==> src/rtl/core_pkg.sv <==
// core_pkg: shared S1 instruction-fetch request/response types.
package core_pkg;
  localparam logic [31:0] RESET_PC = 32'h0000_0000;
  typedef struct packed {
    logic        valid;
    logic [31:0] addr;
  } mmu_instr_req_s;
  typedef struct packed {
    logic        ready;
    logic [31:0] instr;
    logic        illegal;
  } mmu_instr_rsp_s;
endpackage

==> src/rtl/mmu_instr_line_buf.sv <==
// mmu_instr_line_buf: single-line instruction buffer with a beat write port and combinational hit/read.
module mmu_instr_line_buf #(
  parameter  int LINE_WORDS = 4,
  localparam int OFF_W      = $clog2(LINE_WORDS * 4),
  localparam int IDX_W      = OFF_W - 2
) (
  input  logic             clk,
  input  logic             rst_n,
  input  logic             inval,
  input  logic             wr_en,
  input  logic [IDX_W-1:0] wr_idx,
  input  logic [31:0]      wr_data,
  input  logic             commit,
  input  logic [31:OFF_W]  commit_tag,
  input  logic             commit_valid,
  input  logic             commit_err,
  input  logic [31:0]      rd_addr,
  output logic             hit,
  output logic [31:0]      rd_data,
  output logic             err
);
  logic              line_valid;
  logic              line_err;
  logic [31:OFF_W]   line_tag;
  logic [31:0]       line_data [LINE_WORDS];
  always_ff @(posedge clk or negedge rst_n)
    if (!rst_n) begin
      line_valid <= 1'b0;
      line_err   <= 1'b0;
      line_tag   <= '0;
    end else if (commit) begin
      line_valid <= commit_valid;
      line_err   <= commit_err;
      line_tag   <= commit_tag;
    end else if (inval) begin
      line_valid <= 1'b0;
    end
  always_ff @(posedge clk)
    if (wr_en) line_data[wr_idx] <= wr_data;
  assign hit     = line_valid & (line_tag == rd_addr[31:OFF_W]);
  assign rd_data = line_data[rd_addr[OFF_W-1:2]];
  assign err     = line_err;
endmodule

==> src/rtl/mmu_instr_responder.sv <==
// mmu_instr_responder: S1 instruction-fetch responder serving a one-line buffer, refilled
// by an in-order burst on a miss; translation is bypassed.
module mmu_instr_responder
  import core_pkg::*;
#(
  parameter  int LINE_WORDS = 4,
  localparam int OFF_W      = $clog2(LINE_WORDS * 4),
  localparam int IDX_W      = OFF_W - 2
) (
  input  logic           clk,
  input  logic           rst_n,
  input  mmu_instr_req_s mmu_instr_req,
  output mmu_instr_rsp_s mmu_instr_rsp,
  input  logic           flush,
  output logic           bus_req_valid,
  input  logic           bus_req_ready,
  output logic [31:0]    bus_req_addr,
  input  logic           bus_rsp_valid,
  input  logic [31:0]    bus_rsp_data,
  input  logic           bus_rsp_err
);
  typedef enum logic [1:0] {IDLE, BUS_REQ, FILL} state_e;
  state_e           state, state_n;
  logic [IDX_W-1:0] beat_cnt;
  logic             fill_err, fill_drop;
  logic             misal, hit, start, beat, last, buf_hit, buf_err;
  logic [31:0]      buf_data;
  assign misal = mmu_instr_req.valid & |mmu_instr_req.addr[1:0];
  assign hit   = mmu_instr_req.valid & ~misal & buf_hit & ~flush;
  assign start = (state == IDLE) & mmu_instr_req.valid & ~misal & ~buf_hit & ~flush;
  assign beat  = (state == FILL) & bus_rsp_valid;
  assign last  = beat & (beat_cnt == IDX_W'(LINE_WORDS - 1));
  always_comb
    state_n = start ? BUS_REQ :
              (state == BUS_REQ && bus_req_ready) ? FILL :
              last ? IDLE : state;
  always_ff @(posedge clk or negedge rst_n)
    if (!rst_n) begin
      state        <= IDLE;
      bus_req_addr <= '0;
      beat_cnt     <= '0;
      fill_err     <= 1'b0;
      fill_drop    <= 1'b0;
    end else begin
      state <= state_n;
      if (start) begin
        bus_req_addr <= {mmu_instr_req.addr[31:OFF_W], {OFF_W{1'b0}}};
        fill_err     <= 1'b0;
        fill_drop    <= 1'b0;
      end
      if (state == BUS_REQ && bus_req_ready) beat_cnt <= '0;
      if (beat) begin
        beat_cnt <= beat_cnt + 1'b1;
        fill_err <= fill_err | bus_rsp_err;
      end
      // A flush during a refill cannot abort the burst; it only poisons the result.
      if (flush && state != IDLE) fill_drop <= 1'b1;
    end
  assign bus_req_valid = (state == BUS_REQ);
  mmu_instr_line_buf #(.LINE_WORDS(LINE_WORDS)) u_line_buf (
    .clk          (clk),
    .rst_n        (rst_n),
    .inval        (flush | start),
    .wr_en        (beat),
    .wr_idx       (beat_cnt),
    .wr_data      (bus_rsp_data),
    .commit       (last),
    .commit_tag   (bus_req_addr[31:OFF_W]),
    .commit_valid (~(fill_drop | flush)),
    .commit_err   (fill_err | bus_rsp_err),
    .rd_addr      (mmu_instr_req.addr),
    .hit          (buf_hit),
    .rd_data      (buf_data),
    .err          (buf_err)
  );
  assign mmu_instr_rsp = '{ready:   misal | hit,
                           instr:   hit ? buf_data : 32'h0,
                           illegal: misal | (hit & buf_err)};
  assert property (@(posedge clk) disable iff (!rst_n) bus_rsp_valid |-> state == FILL);
endmodule
==> config.mk <==
export PLATFORM = sky130hd
export DESIGN_NAME = mmu_instr_responder
export DESIGN_NICKNAME = d
export VERILOG_FILES = /design/src/rtl/core_pkg.sv /design/src/rtl/mmu_instr_line_buf.sv /design/src/rtl/mmu_instr_responder.sv
export SDC_FILE = /design/constraint.sdc
export NUM_CORES = 1
export LEC_CHECK = 0
export BUFFER_PORTS_ARGS = -buffer_cell sky130_fd_sc_hd__buf_2
export CAP_MARGIN = 20
export CORE_ASPECT_RATIO = 0.9
export CORE_MARGIN = 8
export CORE_UTILIZATION = 50
export CTS_CLUSTER_DIAMETER = 150
export DETAILED_ROUTE_END_ITERATION = 16
export GPL_TIMING_DRIVEN = 0
export PLACE_DENSITY = 0.75
export SYNTH_ARGS = -nofsm -noshare
export SYNTH_HDL_FRONTEND = slang
export SYNTH_HIERARCHICAL = 1
export SYNTH_SLANG_ARGS = --single-unit
==> constraint.sdc <==
create_clock -name clk -period 4 [get_ports clk]
set_input_delay 0.4 -clock clk [delete_from_list [all_inputs] [get_ports clk]]
set_output_delay 0.4 -clock clk [all_outputs]
set_load 0.02 [all_outputs]
Word level (Yosys, flattened, before mapping) --
Memories as Yosys holds them, arrays and structs flattened. Index checks and enable logic that the tools add are counted.
Cells by class: add/subtract/negate cells 1, bitwise gates (word level) 21, reductions and logical operators 10, equality and inequality tests 4, multiplexer cells 13
Operators with widths (number):
- $mux 32 | 1
- $eq 28x28->1 | 1
- $and 1x1->1 | 12
- $mux 2 | 5
- $reduce_bool 2->1 | 5
- $mux 1 | 7
- $or 1x1->1 | 5
- $eq 2x2->1 const B | 2
- $not 1->1 | 4
- $reduce_bool 3->1 | 1
- $add 2x1->2 const B | 1
- $eq 2x1->1 const B | 1
- $logic_and 1x1->1 | 2
- $logic_not 2->1 | 1
- $reduce_or 2->1 | 1
Storage, ports and cells: input port bits 71, register bits 64, bits in writable memories 128, output and inout port bits 67, word-level logic and storage cells 58, memories kept 1
Memory list:
- u_line_buf.line_data | words 4, width 32, rd ports 1, clocked after Yosys merged registers in 0, write ports 1, RTL line mmu_instr_line_buf.sv:25 | logic [31:0] line_data [LINE_WORDS];

Depth between registers and ports, before layout --
depth in word-level cells 9, depth in mapped cells 8, gate-level depth less buffers 8

Hierarchy --
The synthesis kept the hierarchy.
By module, submodules not included:
- mmu_instr_line_buf | seq. area each 4594.4 sq um, cells an instance 274, instances 1, area an instance 6100.9 sq um
- mmu_instr_responder | seq. area each 850.8 sq um, cells an instance 135, instances 1, area an instance 1761.7 sq um

Worst setup path after synthesis --
Ideal clock, no wire load.
kind register to register, start point reg state[0], end point mem u_line_buf.line_data[0][0], enable pin, period minus slack after synthesis 3.749 ns, data arrival time 3.281 ns, buffers on the path 1, setup time 0.468 ns, path slack 0.251 ns, data required time 3.532 ns, stages on the path, launching flop included 4, cell sequence dfrtp_1 and3b_2 clkbuf_1 nor3b_1
Between the ends: cells in the longest elaborated chain, start to end 4
Ends and longest elaborated chain:
- start: declaration | RTL line mmu_instr_responder.sv:23 | state_e state, state_n;
- start signal: assignment | RTL line mmu_instr_responder.sv:45 | state <= state_n;
- $eq 2x2->1 | RTL line mmu_instr_responder.sv:31 | assign beat = (state == FILL) & bus_rsp_valid;
- $and 1x1->1 | RTL line mmu_instr_responder.sv:31
- named net beat | RTL line mmu_instr_responder.sv:26 | logic misal, hit, start, beat, last, buf_hit, buf_err;
- $mux 1 | RTL line mmu_instr_line_buf.sv:39 | if (wr_en) line_data[wr_idx] <= wr_data;
- $mux 1 (implied by the code) | RTL line mmu_instr_line_buf.sv:39
- end: declaration | RTL line mmu_instr_line_buf.sv:25
The timed path passes the listed nets, and every way through them passes these cells.

==> flow_metrics.env <==
export IMPL_track_usage_pct=16.8
export IMPL_avgSynthCellArea_um2=19.2
export IMPL_top_usage_layer="met2"
export IMPL_cp_arrival_ns=3.01
export IMPL_root_buffer="clkbuf_16"
export IMPL_power_frac_comb_pct=14.7
export IMPL_clock_fmax_mhz=294
export IMPL_p_leak_nw=3.99
export IMPL_synth_top_area_share_pct=48.9
export IMPL_synth_area_um2=7860
export IMPL_gp_congestion=0.777
export IMPL_slew_viol_final=0
export IMPL_synth_simple_gate_area_share_pct=5.20
export IMPL_synth_edff_count=128
export IMPL_post_synth_num_cell_types=41
export IMPL_p_total_w=0.00490
export IMPL_async_flop_share_pct=33.3
export IMPL_ys_seq_elements=192
export IMPL_routed_wl_um=15900
export IMPL_critPathKind="reg2out"
export IMPL_synth_flop_cell="edfxtp_1"
export IMPL_synth_area_leader_cell="edfxtp_1"
export IMPL_start_util_pct=51.1
export IMPL_io_pins=138
export IMPL_drv_cap=0
export IMPL_grt_pass1_vias=4599
export IMPL_ys_top_cells_by_count="edfxtp_1, dfrtp_1, and2_1"
export IMPL_use_met2_pct=28.3
export IMPL_fin_skew_ns=0.00771
export IMPL_yosysMostFrequentCell="edfxtp_1"
export IMPL_r2r_slack_ns=1.59
export IMPL_drcViolationCount=0
export IMPL_syn_inst=409
export IMPL_dpl_cell_area_um2=8880
export IMPL_die_h_um=135
export IMPL_area_delta_synth_final_pct=20.6
export IMPL_core_region_area_um2=15400
export IMPL_synthTopCellsByArea="edfxtp_1, dfrtp_1, mux4_2, mux2_4, mux2_2"
export IMPL_post_route_min_period_ns=3.41
export IMPL_finalInstanceArea_um2=9480
export IMPL_hold_viol=0
export IMPL_yosysWarnings=6
export IMPL_hpwl_um=11000
export IMPL_drt_pass1_iter_count=5
export IMPL_status="complete, no violations"
export IMPL_path_clk_slew_ns=0.07
export IMPL_crit_fanout=10
export IMPL_hold_path_cell_count=1
export IMPL_p_switching_w=0.00130
export IMPL_rsz0062_at_grt="no"
export IMPL_use_met1_pct=20.0
export IMPL_p_int_w=0.00359
export IMPL_antenna_found_initial=2
export IMPL_cts_hold_fix_buffers=1
export IMPL_nets=641
export IMPL_drtIter0Drc=289
export IMPL_numCtsBuffers=17
export IMPL_drive_gt1_share_pct=49.8
export IMPL_cts_num_sinks=192
export IMPL_synthXorXnorAreaFrac_pct=3.12
export IMPL_relSlewSlack_pct=40.9
export IMPL_num_vias=4107
export IMPL_peakVddDrop_v=0.000376
export IMPL_die_area_um2=20000
export IMPL_row_count=43
export IMPL_insertion_delay_ns=0.44
export IMPL_hold_class="in2reg"
export IMPL_grt_pass1_wl_um=25400
export IMPL_synth_adder_area_share_pct=0.159
export IMPL_final_util_pct=61.6
export IMPL_reg2reg_to="bus_req_addr[9]"
export IMPL_die_width_um=148
export IMPL_ant_nets=0
export IMPL_pwr_share_seq_pct=50.7
export IMPL_worstHoldStart="bus_rsp_data[17]"
export IMPL_cts_tree="built"
export IMPL_cts_setup_buffers=0
export IMPL_p_sw_share_pct=26.6
export IMPL_hold_end="u_line_buf/line_data[2][17]"
export IMPL_endpoint_kind="output pin"
export IMPL_finalSetupViolations=0
export IMPL_tightestPinTransition_ns=0.886
export IMPL_critPathLaunchType="flop"
export IMPL_h_tree_depth=4
export IMPL_reg2reg_depth=8
export IMPL_power_share_clock_pct=34.6
export IMPL_diodes=0
export IMPL_synth_top_family_by_area="multiplexers"
export IMPL_required_ns=3.60
export IMPL_grt_ovfl_total=0
export IMPL_numPortBuffers=132
export IMPL_muxShareOfSynthArea_pct=18.8
export IMPL_r2r_start="u_line_buf/line_tag[31]"
export IMPL_cts_resized=0
export IMPL_grt_start_max_net_pins=39
export IMPL_synth_compound_area_share_pct=0.907
export IMPL_wl_per_cell_um=20.3
export IMPL_clock_path_buffers=2
export IMPL_setup_tns_ns=0
export IMPL_period_share_pct=85.2
export IMPL_seq_area_frac_synth_pct=69.3
export IMPL_power_density_nw_per_um2=516
export IMPL_via_per_inst=5.24
export IMPL_gr_usage_met3_pct=5.45
==> area by class of cell <==
type | count | area (µm²)
Timing Repair Buffer | 138 | 744
Tap cell | 202 | 253
Sequential cell | 192 | 5450
Fill cell | 1155 | 5910
Multi-Input combinational cell | 196 | 2250
Clock buffer | 17 | 425
Inverter | 2 | 7.51
Clock inverter | 15 | 170
Buffer | 22 | 189
==> kinds of logic (layout without fill, tap and decap cells) <==
logic type,count (synthesis),count (layout)
XOR/XNOR,28,28
flip-flops,192,192
adder cells (fa/ha/maj),1,1
AND/OR/NAND/NOR,63,63
other,1,4
AO/OA/AOI/OAI,10,10
multiplexers,90,90
buffers and inverters,24,194
==> routing by layer <==
layer,wire length (µm),share of wire [%]
met5,18,0.11
met4,231,1.4
met3,863,5.4
met2,8340,52
met1,6490,41
==> stage by stage <==
stage,std cells,hold slack [ns],setup slack [ns]
3_3_place_gp,746,0.479,-1.67
3_5_place_dp,751,0.442,0.950
2_1_floorplan,412,0.104,0.251
4_1_cts,784,0.155,0.600
6_report,784,0.171,0.594
5_1_grt,784,0.156,0.412
==> registers in the layout, summed over array words and instances, names as in the netlist <==
signal	cells
u_line_buf/line_tag	28
beat_cnt	2
u_line_buf/err	1
fill_drop	1
bus_req_addr	28
fill_err	1
u_line_buf/line_data	128
state	2
u_line_buf/line_valid	1
==> worst max-delay path: stages (launching register included) <==
cell and delay (ns):
dfrtp_1 0.40, xor2_1 0.15, nor4_1 0.48, nand4_1 0.21, nor4_2 0.26, and4b_1 0.23, buf_2 0.19, clkbuf_2 0.28
and2_1 0.19, buf_2 0.17
==> placed cells by master, fill, tap and decap left out, types with 2 or more instances in the layout <==
master / instances
mux2_4: 27
inv_1: 2
and2_1: 34
nor2_1: 4
a22o_1: 3
inv_6: 5
buf_12: 5
xnor2_1: 9
nand4_1: 3
clkinv_8: 2
mux4_2: 31
inv_8: 3
nor4_1: 4
o21ai_0: 2
buf_6: 7
dfrtp_1: 64
nor3_1: 2
conb_1: 4
mux2_2: 31
edfxtp_1: 128
clkbuf_2: 3
clkinv_4: 2
xor2_1: 19
a21oi_1: 2
buf_2: 139
and3b_2: 2
buf_4: 4
clkbuf_16: 17
nand2_1: 3
==> how the worst max path moves through the flow <==
stage | start | to | slack (ns) | depth (start not counted)
global route | u_line_buf/line_tag[31] | mmu_instr_rsp[27] | 0.41 | 9
global placement | state[0] | u_line_buf/line_data[0][16] | -1.67 | 3
finish | u_line_buf/line_tag[31] | mmu_instr_rsp[27] | 0.59 | 9
floorplan | state[0] | u_line_buf/line_data[0][0] | 0.25 | 3
CTS | u_line_buf/line_tag[31] | mmu_instr_rsp[27] | 0.60 | 9
detailed placement | mmu_instr_req[31] | mmu_instr_rsp[1] | 0.95 | 10
==> power groups by stage <==
stage	combinational (W)	sequential [W]	clock [W]
floorplan	0.000373	0.00260	0
global placement	0.000699	0.00250	0
detailed placement	0.000728	0.00252	0
CTS	0.000735	0.00248	0.00172
global route	0.000781	0.00251	0.00180
finish	0.000720	0.00248	0.00169
(Power assumes the default switching activity.)
